==> src/rtl/vga_timing.sv <==
// vga_timing: 640x480 VGA timing generator with a pixel-rate divider,
// active-area coordinates for the layer stage, and sync/enable pipeline
// matched to the layer RAM read latency so rgb, hs and vs stay aligned.
// Optional build macro: VGA_TIMING_BORDER_EN draws a white 1-pixel frame
// around the active area.
module vga_timing #(
   parameter int PIX_DIV = 4,
   parameter int RD_LAT  = 1
) (
   input  logic        clk,
   input  logic        rst,
   input  logic [11:0] color_in,
   output logic [9:0]  vga_x,
   output logic [8:0]  vga_y,
   output logic        pix_en,
   output logic        hs,
   output logic        vs,
   output logic [11:0] rgb,
   output logic        frame_end
);

   localparam int               DIV_W    = (PIX_DIV > 1) ? $clog2(PIX_DIV) : 1;
   localparam logic [DIV_W-1:0] DIV_LAST = DIV_W'(PIX_DIV - 1);

   localparam logic [9:0] H_ACTIVE = 10'd640;
   localparam logic [9:0] H_SYNC_S = 10'd656;
   localparam logic [9:0] H_SYNC_E = 10'd751;
   localparam logic [9:0] H_LAST   = 10'd799;
   localparam logic [8:0] V_ACTIVE = 9'd480;
   localparam logic [8:0] V_SYNC_S = 9'd490;
   localparam logic [8:0] V_SYNC_E = 9'd491;
   localparam logic [8:0] V_LAST   = 9'd524;

   logic [DIV_W-1:0] r_div;
   logic [9:0]       r_h_cnt;
   logic [8:0]       r_v_cnt;
   logic [9:0]       r_vga_x;
   logic [8:0]       r_vga_y;
   logic [RD_LAT:0]  r_hs_pipe;
   logic [RD_LAT:0]  r_vs_pipe;
   logic [11:0]      r_rgb;

   logic             w_pix_en;
   logic             w_h_wrap;
   logic             w_v_wrap;
   logic [9:0]       w_h_nxt;
   logic [8:0]       w_v_nxt;
   logic             w_de_raw;
   logic             w_hs_raw;
   logic             w_vs_raw;
   logic [RD_LAT:0]  w_de_all;
   logic             w_de_tap;
   logic [11:0]      w_rgb_nxt;

   // Pixel-rate divider: free-running 0..PIX_DIV-1.
   always_ff @(posedge clk or posedge rst) begin
      if (rst)                   r_div <= '0;
      else if (r_div == DIV_LAST) r_div <= '0;
      else                       r_div <= r_div + 1'b1;
   end

   // Gating with rst keeps the strobe low in reset even when PIX_DIV=1.
   assign w_pix_en = (r_div == DIV_LAST) && !rst;
   assign w_h_wrap = (r_h_cnt == H_LAST);
   assign w_v_wrap = (r_v_cnt == V_LAST);

   // Next raster position; both counters wrap on the same pixel strobe.
   always_comb begin
      w_h_nxt = r_h_cnt;
      w_v_nxt = r_v_cnt;
      if (w_pix_en) begin
         w_h_nxt = w_h_wrap ? 10'd0 : r_h_cnt + 10'd1;
         if (w_h_wrap) w_v_nxt = w_v_wrap ? 9'd0 : r_v_cnt + 9'd1;
      end
   end

   // Raster counters and active-area coordinates update together.
   always_ff @(posedge clk or posedge rst) begin
      if (rst) begin
         r_h_cnt <= '0;
         r_v_cnt <= '0;
         r_vga_x <= '0;
         r_vga_y <= '0;
      end else begin
         r_h_cnt <= w_h_nxt;
         r_v_cnt <= w_v_nxt;
         r_vga_x <= (w_h_nxt < H_ACTIVE) ? w_h_nxt : 10'd0;
         r_vga_y <= (w_v_nxt < V_ACTIVE) ? w_v_nxt : 9'd0;
      end
   end

   assign w_de_raw = (r_h_cnt < H_ACTIVE) && (r_v_cnt < V_ACTIVE);
   assign w_hs_raw = !((r_h_cnt >= H_SYNC_S) && (r_h_cnt <= H_SYNC_E));
   assign w_vs_raw = !((r_v_cnt >= V_SYNC_S) && (r_v_cnt <= V_SYNC_E));

   // Sync delay line: RD_LAT+1 stages so sync lines up with registered rgb.
   always_ff @(posedge clk or posedge rst) begin
      if (rst) begin
         r_hs_pipe <= '1;
         r_vs_pipe <= '1;
      end else begin
         r_hs_pipe[0] <= w_hs_raw;
         r_vs_pipe[0] <= w_vs_raw;
         for (int i = 1; i <= RD_LAT; i++) begin
            r_hs_pipe[i] <= r_hs_pipe[i-1];
            r_vs_pipe[i] <= r_vs_pipe[i-1];
         end
      end
   end

   // The enable only needs RD_LAT flops; the rgb register is its last stage.
   assign w_de_all[0] = w_de_raw;
   generate
      if (RD_LAT > 0) begin : g_de_pipe
         logic [RD_LAT-1:0] r_de_pipe;
         // Active-window delay matching the layer RAM latency.
         always_ff @(posedge clk or posedge rst) begin
            if (rst) r_de_pipe <= '0;
            else     r_de_pipe <= w_de_all[RD_LAT-1:0];
         end
         assign w_de_all[RD_LAT:1] = r_de_pipe;
      end
   endgenerate
   assign w_de_tap = w_de_all[RD_LAT];

`ifdef VGA_TIMING_BORDER_EN
   logic            w_bd_raw;
   logic [RD_LAT:0] w_bd_all;
   logic            w_bd_tap;

   assign w_bd_raw = w_de_raw && ((r_h_cnt == 10'd0) || (r_h_cnt == H_ACTIVE - 10'd1) ||
                                  (r_v_cnt == 9'd0)  || (r_v_cnt == V_ACTIVE - 9'd1));
   assign w_bd_all[0] = w_bd_raw;
   generate
      if (RD_LAT > 0) begin : g_bd_pipe
         logic [RD_LAT-1:0] r_bd_pipe;
         // Border flag travels alongside the active-window flag.
         always_ff @(posedge clk or posedge rst) begin
            if (rst) r_bd_pipe <= '0;
            else     r_bd_pipe <= w_bd_all[RD_LAT-1:0];
         end
         assign w_bd_all[RD_LAT:1] = r_bd_pipe;
      end
   endgenerate
   assign w_bd_tap = w_bd_all[RD_LAT];

   // Colour select: blank outside the window, white on the frame edge.
   always_comb begin
      w_rgb_nxt = 12'h000;
      if (w_de_tap) w_rgb_nxt = w_bd_tap ? 12'hFFF : color_in;
   end
`else
   // Colour select: blank outside the delayed active window.
   always_comb begin
      w_rgb_nxt = 12'h000;
      if (w_de_tap) w_rgb_nxt = color_in;
   end
`endif

   // Output colour register, aligned with the last sync stage.
   always_ff @(posedge clk or posedge rst) begin
      if (rst) r_rgb <= 12'h000;
      else     r_rgb <= w_rgb_nxt;
   end

   assign vga_x     = r_vga_x;
   assign vga_y     = r_vga_y;
   assign pix_en    = w_pix_en;
   assign hs        = r_hs_pipe[RD_LAT];
   assign vs        = r_vs_pipe[RD_LAT];
   assign rgb       = r_rgb;
   assign frame_end = w_pix_en && w_h_wrap && w_v_wrap;

endmodule

==> config.mk <==
export PLATFORM = sky130hd
export DESIGN_NAME = vga_timing
export DESIGN_NICKNAME = d
export VERILOG_FILES = /design/src/rtl/vga_timing.sv
export SDC_FILE = /design/constraint.sdc
export NUM_CORES = 1
export LEC_CHECK = 0
export CORE_ASPECT_RATIO = 0.6
export CORE_UTILIZATION = 30
export CTS_BUF_LIST = sky130_fd_sc_hd__clkbuf_8
export CTS_CLUSTER_SIZE = 12
export DETAILED_ROUTE_END_ITERATION = 10
export PLACE_DENSITY = 0.64
export SYNTH_ARGS = -nofsm -noshare
export SYNTH_HDL_FRONTEND = slang
export SYNTH_SLANG_ARGS = --single-unit
export TNS_END_PERCENT = 50
==> constraint.sdc <==
create_clock -name clk -period 2 [get_ports clk]
set_input_delay 0.4 -clock clk [delete_from_list [all_inputs] [get_ports clk]]
set_output_delay 0.4 -clock clk [all_outputs]
set_load 0.01 [all_outputs]
# Word level (Yosys, flattened, before mapping)
# Cells that the tools add are included.
# W data, S select, Z words.
dict set report word_totals {
  ff_bits 57
  input_bits 14
  out_inout_bits 35
  wordCells 41
}
dict set report classes {
  add_sub_neg 3
  magnitude_cmp 8
  n_eq_ne 3
  muxes 9
  reduce_logical 9
}
# cell count
set ops {}
lappend ops {{$mux W9} 4}
lappend ops {{$mux W10} 3}
lappend ops {{$lt A10 B10 Y1 const B} 2}
lappend ops {{$lt A9 B9 Y1 const B} 2}
lappend ops {{$mux W12} 1}
lappend ops {{$add A10 B1 Y10 const B} 1}
lappend ops {{$eq A10 B10 Y1 const B} 1}
lappend ops {{$ge A10 B10 Y1 const B} 1}
lappend ops {{$le A10 B10 Y1 const B} 1}
lappend ops {{$add A9 B1 Y9 const B} 1}
lappend ops {{$eq A9 B4 Y1 const B} 1}
lappend ops {{$ge A9 B9 Y1 const B} 1}
lappend ops {{$le A9 B9 Y1 const B} 1}
lappend ops {{$logic_and A1 B1 Y1} 6}
lappend ops {{$logic_not A1 Y1} 3}
lappend ops {{$add A2 B1 Y2 const B} 1}
lappend ops {{$eq A2 B2 Y1 const B} 1}
lappend ops {{$mux W2} 1}

# Logic depth before layout (Yosys ltp)
dict set report logic_depth {
  depth_word 6
  depth_mapped 9
  mapped_depth_nobuf 7
}

# Least setup slack after synthesis
# OpenSTA, ideal clock, no wires.
dict set report synth_path {
  path_type {flip-flop to flip-flop}
  from {register r_div[0]}
  to {register r_vga_y[0] (netlist: vga_y[0])}
  arrival_ns 1.878
  t_required_ns 1.863
  slack_ns -0.015
  stages_incl_launch_ff 9
  n_path_buf 2
  synth_period_minus_slack_ns 2.015
  path_cell_list {dfrtp_1 -> ha_1 -> and3b_1 -> clkbuf_1 -> and4_1 -> buf_4 -> mux2i_1 -> a311oi_4 -> a21boi_1}
}
dict set report synth_between {
  elab_chain_cells 5
}
# item line_no
set synth_lines {}
lappend synth_lines {{start: declaration} 34} ;# logic [DIV_W-1:0] r_div;
lappend synth_lines {{start signal: assignment} 59} ;# else r_div <= r_div + 1'b1;
lappend synth_lines {{$eq A2 B2 Y1 *} 63} ;# assign w_pix_en = (r_div == DIV_LAST) && !rst;
lappend synth_lines {{$logic_and A1 B1 Y1 *} 63}
lappend synth_lines {{$mux W9 *} 71} ;# if (w_pix_en) begin
lappend synth_lines {{$lt A9 B9 Y1} 88} ;# r_vga_y <= (w_v_nxt < V_ACTIVE) ? w_v_nxt : 9'd0;
lappend synth_lines {{$mux W9 *} 88}
lappend synth_lines {{end signal: assignment} 88}
lappend synth_lines {{end: declaration} 38} ;# logic [8:0] r_vga_y;
# Every way passes the cells marked *; elsewhere a longest branch is shown, timed or not.

# Final worst setup path
dict set report layout_path {
  from {register r_h_cnt[6]}
  to {output frame_end}
}
dict set report layout_between {
  elab_chain_cells 3
}
# item line_no
set layout_lines {}
lappend layout_lines {{start: declaration} 35} ;# logic [9:0] r_h_cnt;
lappend layout_lines {{start signal: assignment} 85} ;# r_h_cnt <= w_h_nxt;
lappend layout_lines {{$eq A10 B10 Y1} 64} ;# assign w_h_wrap = (r_h_cnt == H_LAST);
lappend layout_lines {{$logic_and A1 B1 Y1 (2 in series)} 172} ;# assign frame_end = w_pix_en && w_h_wrap && w_v_wrap;
lappend layout_lines {{end: declaration} 19} ;# output logic frame_end
# No other way between the ends.

==> impl_metrics.ini <==
[timing]
finalCritPeriodShare_pct = 97.83
max_freq_mhz = 511.1
setup_violations = 0
worst_hold_slack_ns = 0.3569
period_minus_slack_ns = 1.957
fin_skew_ns = 0.01199
slew_viol_final = 0
finalHoldViolCount = 0
worstMarginPinSlew_ns = 0.3967
rsz0062_at_grt = true
relSlewSlack_pct = 73.49
fin_ws_ns = 0.04346

[global_route]
grt_pass1_wl_mm = 9.156
grt_max_degree = 31
met3_usage_pct = 6.510
overflow = 0
use_met1_pct = 23.10
grt_pass1_vias = 1788
antenna_found_initial = 0
met2_usage_pct = 19.38
track_usage_pct = 15.57
top_usage_layer = met1

[layout]
n_fill_cell = 726
area_delta_synth_final_pct = 48.24
seq_area_sq_mm = 0.001431
stdcell_area_sq_mm = 0.003480
diodes = 0
multiInputGateArea_sq_um = 884.6
drive_gt1_share_pct = 24.25
fin_nets = 315

[drt]
dr.pass1.iters = 4
drtAntennaViolNets = 0
routed_via_density = 4.516
drc = 0
routedWlPerCell_microns = 13.88
wl_mm = 5.621
drt-initial-drc-count = 83
via_count = 1829

[logic_synthesis]
synth_top_area_cell = dfrtp_1
synth_top_cell_area_share_pct = 56.50
synth-seq-cells = 57
yosysMostFrequentCell = dfrtp_1
syn_inst = 201
synth.area.top_cells = dfrtp_1, and2_1, dfstp_2, ha_1, a21boi_0
seq_area_frac_synth_pct = 60.98
synth_commonest_cells = dfrtp_1, and2_1, nor2_1, nand2_1, nand3_1
synth_nets = 220
synthFlopType = dfrtp_1
synth_edf_count = 0
synth.distinct_cells = 37
synth-async-reset-ratio_pct = 100.0
syn_area_per_cell_sq_um = 11.68
yosysWarnings = 0
syn_area_sq_mm = 0.002347

[worst_hold_path]
worstHoldStart = r_vs_pipe[0]
hp-class = flip-flop to flip-flop
whs_endpoint = r_vs_pipe[1]
hold_depth = 0

[clock_network]
numCtsBuffers = 9
cts_tree = yes
path_clk_slew_ns = 0.07
clock_latency_ns = 0.35
cts.sinks = 57
cts-root-buf = clkbuf_8
cts_setup_buffers = 0
cts_buffer_depth = 2
htreeDepth = 3

[power_and_ir_drop]
power.leakage_uw = 0.001562
p_per_area_mw_per_mm2 = 794.6
vdd_drop_max_mv = 0.4179
finalPower_uw = 2765

[setup_path]
end_kind = primary output
path_buf_inv = 1
r2r_slack_ns = 0.08
r2r-start = r_h_cnt[6]
r2r-end = vga_y[1]
rr_worst_depth = 6
worstSetupStartpointType = flip-flop
arrival_ns = 1.56
crit_path_cell_trace = nor4b_4 -> nand4_1 -> nor2_1 -> buf_2
path_class = flip-flop to primary output
max_stage_delay_ns = 0.40
cp_slowest_cell = dfrtp_1
critPathTopFamily = simple AND/OR/NAND/NOR gates
cp_max_fo = 3
worst-path-stages = 4
required_ns = 1.60

[flow_run]
cap_viol_max_count = 0

[die]
die-area_sq_mm = 0.008193
die_width_microns = 116.2
ios = 49
start_util_pct = 31.65
core-area_sq_mm = 0.007417
die_h_microns = 70.52
rows = 24

[placement]
place_ws_ns = -0.3640
numPortBuffers = 48
gp_congestion = 0.8477
post_dp_cell_area_sq_mm = 0.003248
place_hpwl_mm = 4.055

[status]
outcome = finished, final reports clean
## sequential cells by signal (all words and copies together), names as in the netlist
register             flops
g_de_pipe.r_de_pipe      1
vga_x                   10
vga_y                    9
r_v_cnt                  9
r_div                    2
r_vs_pipe                2
rgb                     12
r_h_cnt                 10
r_hs_pipe                2
## per-stage QoR
step	utilization [%]	TNS [ns]	std cells
3_5_place_dp	43.79	-6.359	389
2_1_floorplan	-	0	201
6_report	46.91	0	405
4_1_cts	46.46	-0.05525	405
5_1_grt	46.91	-0.06324	405
3_3_place_gp	43.79	-5.962	389
## cell usage in the layout (no fill, tap or decap), drive strengths merged, types with 6 or more instances in the layout
cell           synthesis  routed
o21ai                 10      10
a21boi                16      16
nand2                 12      12
clkbuf                 4       9
inv                    9       9
nor2                  13      13
buf                    3      44
clkdlybuf4s50          0      46
nand3                 11      11
xnor2                  6       6
dfrtp                 53      53
and2                  17      17
## cell type report
class	instances	area share (%)
Sequential cell	57	41.14
Multi-Input combinational cell	128	25.42
Timing Repair Buffer	91	23.12
Tap cell	104	3.740
Clock buffer	9	3.560
Clock inverter	7	2.050
Inverter	9	0.9709
## worst max path at each step
stage	endpoint	start	slack, ns
5_1_grt	frame_end	r_h_cnt[6]	-0.06
6_report	frame_end	r_h_cnt[6]	0.04
3_5_place_dp	frame_end	rst	-0.36
4_1_cts	vga_y[3]	r_h_cnt[7]	-0.03
3_3_place_gp	frame_end	rst	-0.36
2_1_floorplan	vga_y[0]	r_div[0]	0.02
## routing by layer
layer	routed length (microns)	part of all wire, %
met5	0	0
met4	64	1.1
met3	337	6.0
met2	2111	38
met1	3108	55
## power breakdown
part	internal [uW]	switching, uW	total (uW)	leakage (uW)
clock network	571	481	1050	0.0000912
registers	1250	52.4	1310	0.000709
logic	225	181	406	0.000762
## what timing repair did
item,CTS,global route
resized for setup,7,10
hold buffers,0,0
endpoints found under the setup margin,11,17
pin swaps,3,3
## kinds of logic after synthesis
logic type                 after synthesis  synth area share, %
buffers and inverters                   16                2.825
muxes                                    1               0.4265
AOI/OAI and AO/OA                       38                11.46
and+or+nand+nor                         73                17.54
xor gates and xnor gates                11                4.104
adders and majority gates                5                2.665
DFF                                     57                60.98
No activity file was read; power rests on OpenSTA's default activity.
